[src/rtl/ifu_fetch1.sv]
// ifu_fetch1 -- PC generation and instruction fetch (IF1).
//
// Owns the architectural fetch PC, keeps at most one request in flight to
// instruction memory, absorbs back-end redirects and holds one fetched
// instruction at a time for the IF1/IF2 register. An empty slot is presented
// as an all-zero bubble.
//
// Ports:
//   clk, rst              clock (rising edge), asynchronous active-high reset
//   redirect_valid/_pc    back-end redirect; target low two bits ignored
//   fetch_stall           downstream stall, only meaningful while holding
//   imem_req_*            request channel (valid/addr out, ready in)
//   imem_resp_*           one-cycle response strobe and instruction word
//   fetch_o_*             held instruction, its PC and the commit-info bundle
//                         {valid, pc, pc+4, instr}
module ifu_fetch1 #(
    parameter logic [63:0] RESET_PC = 64'h0000_0000_8000_0000
) (
    input  logic         clk,
    input  logic         rst,
    input  logic         redirect_valid,
    input  logic [63:0]  redirect_pc,
    input  logic         fetch_stall,
    output logic         imem_req_valid,
    output logic [63:0]  imem_req_addr,
    input  logic         imem_req_ready,
    input  logic         imem_resp_valid,
    input  logic [31:0]  imem_resp_data,
    output logic         fetch_o_valid,
    output logic [63:0]  fetch_o_pc,
    output logic [31:0]  fetch_o_instr,
    output logic [160:0] fetch_o_commit_info
);

    typedef enum logic [1:0] {
        S_REQ   = 2'd0,
        S_WAIT  = 2'd1,
        S_HOLD  = 2'd2,
        S_DRAIN = 2'd3
    } state_t;

    state_t      state_q, state_d;
    logic [63:0] pc_q, pc_d;
    logic        out_valid_q, out_valid_d;
    logic [63:0] out_pc_q, out_pc_d;
    logic [63:0] out_npc_q, out_npc_d;
    logic [31:0] out_instr_q, out_instr_d;
    logic [63:0] redirect_tgt;

    assign redirect_tgt = redirect_pc & ~64'h3;

    always_comb begin
        state_d     = state_q;
        pc_d        = pc_q;
        out_valid_d = out_valid_q;
        out_pc_d    = out_pc_q;
        out_npc_d   = out_npc_q;
        out_instr_d = out_instr_q;

        unique case (state_q)
            S_REQ: begin
                // A pending request may be retargeted; once accepted by
                // memory, a redirect must drain the response it will produce.
                if (redirect_valid) begin
                    pc_d    = redirect_tgt;
                    state_d = imem_req_ready ? S_DRAIN : S_REQ;
                end else if (imem_req_ready) begin
                    state_d = S_WAIT;
                end
            end
            S_WAIT: begin
                if (redirect_valid) begin
                    pc_d    = redirect_tgt;
                    state_d = imem_resp_valid ? S_REQ : S_DRAIN;
                end else if (imem_resp_valid) begin
                    state_d     = S_HOLD;
                    out_valid_d = 1'b1;
                    out_pc_d    = pc_q;
                    out_npc_d   = pc_q + 64'd4;
                    out_instr_d = imem_resp_data;
                end
            end
            S_HOLD: begin
                if (redirect_valid) begin
                    pc_d    = redirect_tgt;
                    state_d = S_REQ;
                end else if (!fetch_stall) begin
                    pc_d    = pc_q + 64'd4;
                    state_d = S_REQ;
                end
            end
            default: begin // S_DRAIN
                if (redirect_valid) begin
                    pc_d = redirect_tgt;
                end
                if (imem_resp_valid) begin
                    state_d = S_REQ;
                end
            end
        endcase

        // Leaving HOLD (consumed or redirected) or any redirect empties the
        // output slot; zeroed fields keep the bubble identical to a flush.
        if (state_d != S_HOLD) begin
            out_valid_d = 1'b0;
            out_pc_d    = 64'd0;
            out_npc_d   = 64'd0;
            out_instr_d = 32'd0;
        end
    end

    always_ff @(posedge clk or posedge rst) begin
        if (rst) begin
            state_q     <= S_REQ;
            pc_q        <= RESET_PC;
            out_valid_q <= 1'b0;
            out_pc_q    <= 64'd0;
            out_npc_q   <= 64'd0;
            out_instr_q <= 32'd0;
        end else begin
            state_q     <= state_d;
            pc_q        <= pc_d;
            out_valid_q <= out_valid_d;
            out_pc_q    <= out_pc_d;
            out_npc_q   <= out_npc_d;
            out_instr_q <= out_instr_d;
        end
    end

    assign imem_req_valid      = (state_q == S_REQ);
    assign imem_req_addr       = pc_q;
    assign fetch_o_valid       = out_valid_q;
    assign fetch_o_pc          = out_pc_q;
    assign fetch_o_instr       = out_instr_q;
    assign fetch_o_commit_info = {out_valid_q, out_pc_q, out_npc_q, out_instr_q};

endmodule
[config.mk]
export PLATFORM = sky130hd
export DESIGN_NAME = ifu_fetch1
export DESIGN_NICKNAME = d
export VERILOG_FILES = /design/src/rtl/ifu_fetch1.sv
export SDC_FILE = /design/constraint.sdc
export NUM_CORES = 1
export LEC_CHECK = 0
export BUFFER_PORTS_ARGS = -buffer_cell sky130_fd_sc_hd__buf_2
export CELL_PAD_IN_SITES_DETAIL_PLACEMENT = 2
export CELL_PAD_IN_SITES_GLOBAL_PLACEMENT = 2
export CORE_ASPECT_RATIO = 1.25
export CORE_MARGIN = 2
export CORE_UTILIZATION = 31
export CTS_CLUSTER_DIAMETER = 150
export DETAILED_ROUTE_END_ITERATION = 10
export GPL_TIMING_DRIVEN = 0
export PLACE_DENSITY = 0.94
export REMOVE_ABC_BUFFERS = 1
export SETUP_SLACK_MARGIN = 0.4
export SKIP_LAST_GASP = 1
export SLEW_MARGIN = 25
export SYNTH_ARGS = -nofsm -noshare
export SYNTH_HDL_FRONTEND = slang
export SYNTH_SLANG_ARGS = --single-unit
[constraint.sdc]
create_clock -name clk -period 13.4 [get_ports clk]
set_input_delay 0.67 -clock clk [delete_from_list [all_inputs] [get_ports clk]]
set_output_delay 0.67 -clock clk [all_outputs]
set_load 0.02 [all_outputs]
### After elaboration in Yosys (flattened, before gate mapping)

Cells that the tools add are included.

| operators by class | value |
|---|---|
| equal/unequal tests | 5 |
| multipliers | 0 |
| reductions and logical operators | 6 |
| add/subtract/negate cells | 1 |
| shift-type cells | 0 |
| divide/modulo/power cells | 0 |
| bitwise gates (word level) | 0 |
| mux-type cells | 30 |
| $lt $le $gt $ge | 0 |

Operator list:

| kind | number |
|---|---|
| 64-bit 2-to-1 mux | 12 |
| 32-bit 2-to-1 mux | 4 |
| 64-bit by 3-bit adder with 64-bit output (second input constant) | 1 |
| 2-bit 2-to-1 mux | 9 |
| 2-bit one-hot mux with 3 select lines | 1 |
| 2-bit nonzero test | 3 |
| 1-bit 2-to-1 mux | 4 |
| 2-bit inequality test (second input constant) | 2 |
| 3-bit AND reduction | 1 |
| 2-bit by 1-bit == test with 1-bit output (second input constant) | 1 |
| 2-bit == test (second input constant) | 1 |
| 2-bit zero test | 1 |
| 2-bit by 1-bit inequality test with 1-bit output (second input constant) | 1 |
| 2-bit AND reduction | 1 |

| storage, ports and cells | value |
|---|---|
| bits in latches | 0 |
| memories | 0 |
| memory bits (read-only) | 0 |
| word-level logic and storage cells | 48 |
| register bits | 227 |
| output and inout port bits | 323 |
| bits in writable memories | 0 |

### Logic depth before layout (Yosys ltp)

| logic depth | value |
|---|---|
| word-level depth | 6 |
| depth in mapped cells | 8 |
| depth with buffers taken out | 7 |

### Worst setup path before layout

Ideal clock, no wire load.

| timing | value |
|---|---|
| kind | reg2reg |
| from | reg pc_q[2] (netlist: imem_req_addr[2]) |
| to | reg pc_q[42] (netlist: imem_req_addr[42]) |
| arrival | 2.318 ns |
| setup time | 0.067 ns |
| setup slack | 11.015 ns |
| cell stages (with the launch flop) | 8 |
| buffers on the path | 0 |
| clock period less this slack | 2.385 ns |
| data required time | 13.333 ns |
| path through | dfrtp_1 -> ha_1 -> nand4_1 -> nor4_4 -> nand4_2 -> or3_4 -> o21ai_1 -> o221a_1 |

| on the way | value |
|---|---|
| longest elaborated chain between the ends | 4 |

Ends and longest elaborated chain:

| element | RTL line | source |
|---|---|---|
| start: declaration | 43 | `logic [63:0] pc_q, pc_d;` |
| start signal: assignment | 122 | `pc_q <= pc_d;` |
| 64-bit by 3-bit adder with 64-bit output | 88 | `pc_d = pc_q + 64'd4;` |
| 64-bit 2-to-1 mux | 87 | `end else if (!fetch_stall) begin` |
| 64-bit 2-to-1 mux | 84 | `if (redirect_valid) begin` |
| 64-bit 2-to-1 mux | - |  |

Every way passes these cells. The select of a mux whose other input is x is not followed.
A chain may end at the register's enable or synchronous reset.

### Final worst setup path

| timing | value |
|---|---|
| from | reg pc_q[2] (netlist: imem_req_addr[2]) |
| to | reg out_npc_q[60] |

| on the way | value |
|---|---|
| longest elaborated chain between the ends | 5 |

Ends and longest elaborated chain:

| element | RTL line | source |
|---|---|---|
| 64-bit by 3-bit adder with 64-bit output | 79 | `out_npc_d = pc_q + 64'd4;` |
| 64-bit 2-to-1 mux | 75 | `end else if (imem_resp_valid) begin` |
| 64-bit 2-to-1 mux | 72 | `if (redirect_valid) begin` |
| 64-bit 2-to-1 mux | 60 | `unique case (state_q)` |
| 64-bit 2-to-1 mux | 104 | `if (state_d != S_HOLD) begin` |
| end signal: assignment | 125 | `out_npc_q <= out_npc_d;` |
| end: declaration | 46 | `logic [63:0] out_npc_q, out_npc_d;` |

Every way passes these cells. The select of a mux whose other input is x is not followed.

==> impl_results.md <==
- Drt pass-1 iters: 4
- Status: completed
- Sequential share of the synthesized area: roughly half
- Yosys warnings: 0
- Required time of the critical path: 13.81 ns
- Slew headroom: 31.4%
- DRT iter0 DRCs: 495
- Critical R2R Launch: imem_req_addr[2]
- Reg2reg end: out_npc_q[60]
- Type of origin of the critical path: register
- Clock Latency Late Sink: 0.55 ns
- R2R cell count: 7
- Dpl cell area: 0.0128 mm2
- RSZ-0062 raised after global routing: no
- Power per cell area: 142 mW/mm2
- Endpoint class of the critical path: register
- R2r setup slk: 9.97 ns
- Resized Gates After CTS: 0
- Row count: 77
- Hpwl dp: 31500 um
- Setup Viol. Count Final: 0
- Die Wd: 173 um
- RD Place Congestion: 0.777
- Total of max-cap violations: 0
- Async SR Flop Fraction: 100%
- Residual DRC count: 0
- Post-Synthesis Cells: 1130
- Via/cell ratio: 5.09
- Clock transition at the registers of the reported paths: 0.07 ns
- Area grow syn2layout: 24.6%
- Die area: 0.0371 mm2
- Overall routing resource usage: 23.2%
- Overflow after GRT: 0
- Fin crit period: approximately 3.4 ns
- Root buf cell: clkbuf_16
- Synth unique cells: just over 50
- Post-route ant nets: 0
- Vias in the first global route: 10800
- Clk sinks: 222
- Seq cells post-synth: ~220
- Vias: ~9700
- Syn_area_per_cell: 9.75 um2
- Pin count of the biggest net entering global routing: between 90 and 100
- CP max FO: 12
- Final nets: 1504
- Hold WS: about 0.14 ns
- Most used flip-flop cell after synthesis: dfrtp_1
- Post-route cell area: 0.0137 mm2
- Hold Fails Final Rpt: 0
- Layout Skew: 0.0175 ns
- Post-synth EDFFs: 0
- Drt wl/cell: 23.1 um
- Final-report max-slew violation count: 0
- DRT Wirelength: 44000 um
- Crit. Startpoint: imem_req_addr[2]
- Die Span Y: 215 um
- Max Fclk: 291 MHz
- H-tree levels: 1
- Leakage: 0.00673 uW
- Setup bufs post-CTS: 0
- Worst hold path class: in2async
- Hold buffer count at cts: 0
- Critical Path AT: 3.84 ns
- Worst Tran Pin Value: 1.02 ns
- Initial antenna violation count: 11
- Peak VDD IR: just over 0.00008 V
- I/O Buffers: 420
- CTS tree: built
- Crit path kind: reg2reg
- Number of I/O pins: 425
- Starting density of the core: 31.3%
- Core ar.: 0.0352 mm2
- Syn Std Cell Area: 0.0110 mm2
- TritonCTS Buffers: 26
- First-pass GRT wire length: 67900 um
- Final period util: 25.6%
- Layout cells sized above 1: 35.3%
- Clock Tree Buf Depth: 3
- Total Negative Setup Slacks: 0 ns
## cell type report
type | instances | area (um2)
antenna | 10 | 25.0
clock buffer | 37 | 773
clock inverter | 11 | 98.8
fill | 3880 | 21400
inverter | 12 | 52.6
multi-input combinational | 710 | 4330
sequential | 222 | 5560
tap | 474 | 593
timing repair buffer | 429 | 2300
## flip-flops by register name, summed over array words and instances (netlist names)
register	cells
imem_req_addr	62
state_q	2
out_npc_q	62
fetch_o_valid	1
fetch_o_instr	32
fetch_o_pc	63
## cells by family (layout without fill, tap and decap cells)
kind of cell / count (synthesis) / in the layout / share of synthesized area [%]
AND/OR/NAND/NOR: 368 / 368 / 16.1
AO/OA/AOI/OAI: 223 / 223 / 13.4
flip-flops: 222 / 222 / 50.4
buffers and inverters: 199 / 489 / 10.6
XOR/XNOR: 113 / 113 / 8.98
multiplexers: 3 / 3 / 0.295
adder cells (fa/ha/maj): 1 / 1 / 0.114
other: 1 / 12 / 0.0340
## synthesized netlist by cell type (2+ instances only)
cell type	n	area (um2)
buf_2	18	90.1
o21ai_0	108	541
a31oi_1	2	12.5
nor4_4	2	42.5
nor4_2	3	37.5
and2_1	2	12.5
inv_1	11	41.3
a21oi_1	2	10.0
or3_1	3	18.8
nor3_2	7	70.1
and4_1	5	43.8
nand4_1	20	125
o21ai_1	15	75.1
nand3_1	34	170
dfrtp_1	221	5530
nor3b_1	2	15.0
xor2_1	30	263
xnor2_1	83	727
clkbuf_2	3	15.0
buf_4	105	788
or2_2	2	12.5
mux2_2	2	22.5
nand2_1	166	623
nor4_1	13	81.3
buf_1	8	30.0
nor2_1	59	221
a22o_1	88	771
and3_1	10	62.6
clkbuf_1	53	199
nor3_1	32	160
## routing by layer
| metal | vias to the layer above | part of all wire, % | global-route usage (%) | wire (um) |
|---|---|---|---|---|
| met2 | 286 | 54 | 42.5 | 23500 |
| met4 | 4 | 3.1 | 8.69 | 1370 |
| li1 | 4317 | - | - | - |
| met5 | - | 0.061 | 0 | 27 |
| met3 | 76 | 5.1 | 4.44 | 2260 |
| met1 | 5012 | 38 | 26.7 | 16800 |
## how the worst max path moves through the flow
stage	endpoint	slack [ns]	cells after the start
6_report	out_npc_q[60]	9.97	7
5_1_grt	imem_req_addr[44]	9.68	7
4_1_cts	out_npc_q[60]	9.91	7
3_5_place_dp	out_npc_q[60]	9.93	7
3_3_place_gp	fetch_o_pc[50]	3.66	2
2_1_floorplan	fetch_o_instr[0]	6.65	1
## worst max-delay path: stages, from the launching register on
cell     delay [ns]
dfrtp_1        0.51
ha_1           0.32
nand4_1        0.31
nor4_4         0.67
nand3_1        0.72
nor4_2         0.50
xnor2_1        0.16
o21ai_0        0.09
## report_power, final
| group | internal (uW) | leakage, uW | switching, uW | total (uW) |
|---|---|---|---|---|
| combinational | 132 | 0.00334 | 284 | 416 |
| clock | 423 | 0.000429 | 307 | 730 |
| sequential | 727 | 0.00296 | 81.2 | 809 |
| total | 1280 | 0.00673 | 672 | 1950 |
## placed cells by master (no fill, tap or decap), types with 3 or more instances in the layout
master     count
clkinv_2       5
buf_12         3
nor3_1        32
clkbuf_1       4
clkbuf_16     27
nor4_1        13
nand3_1       33
nor4_4         3
o21ai_0      108
or3_1          3
buf_16         4
o21ai_1       15
a22o_1        88
buf_2        419
nand2_1      166
nand4_1       20
diode_2       10
xnor2_1       83
and3_1         9
inv_1         10
nor3_2         7
and4_1         5
xor2_1        30
dfrtp_1      221
clkbuf_8       6
nor2_1        58
## per-stage QoR
stage	util, %	instances	setup slack, ns	total power [uW]
3_3_place_gp	35.8	1838	3.66	1200
4_1_cts	39.0	1895	9.91	1980
6_report	39.0	1905	9.97	1950
5_1_grt	39.0	1904	9.68	2040
3_5_place_dp	36.5	1847	9.93	1240
2_1_floorplan	-	944	6.65	1030
(Power assumes the default switching activity.)
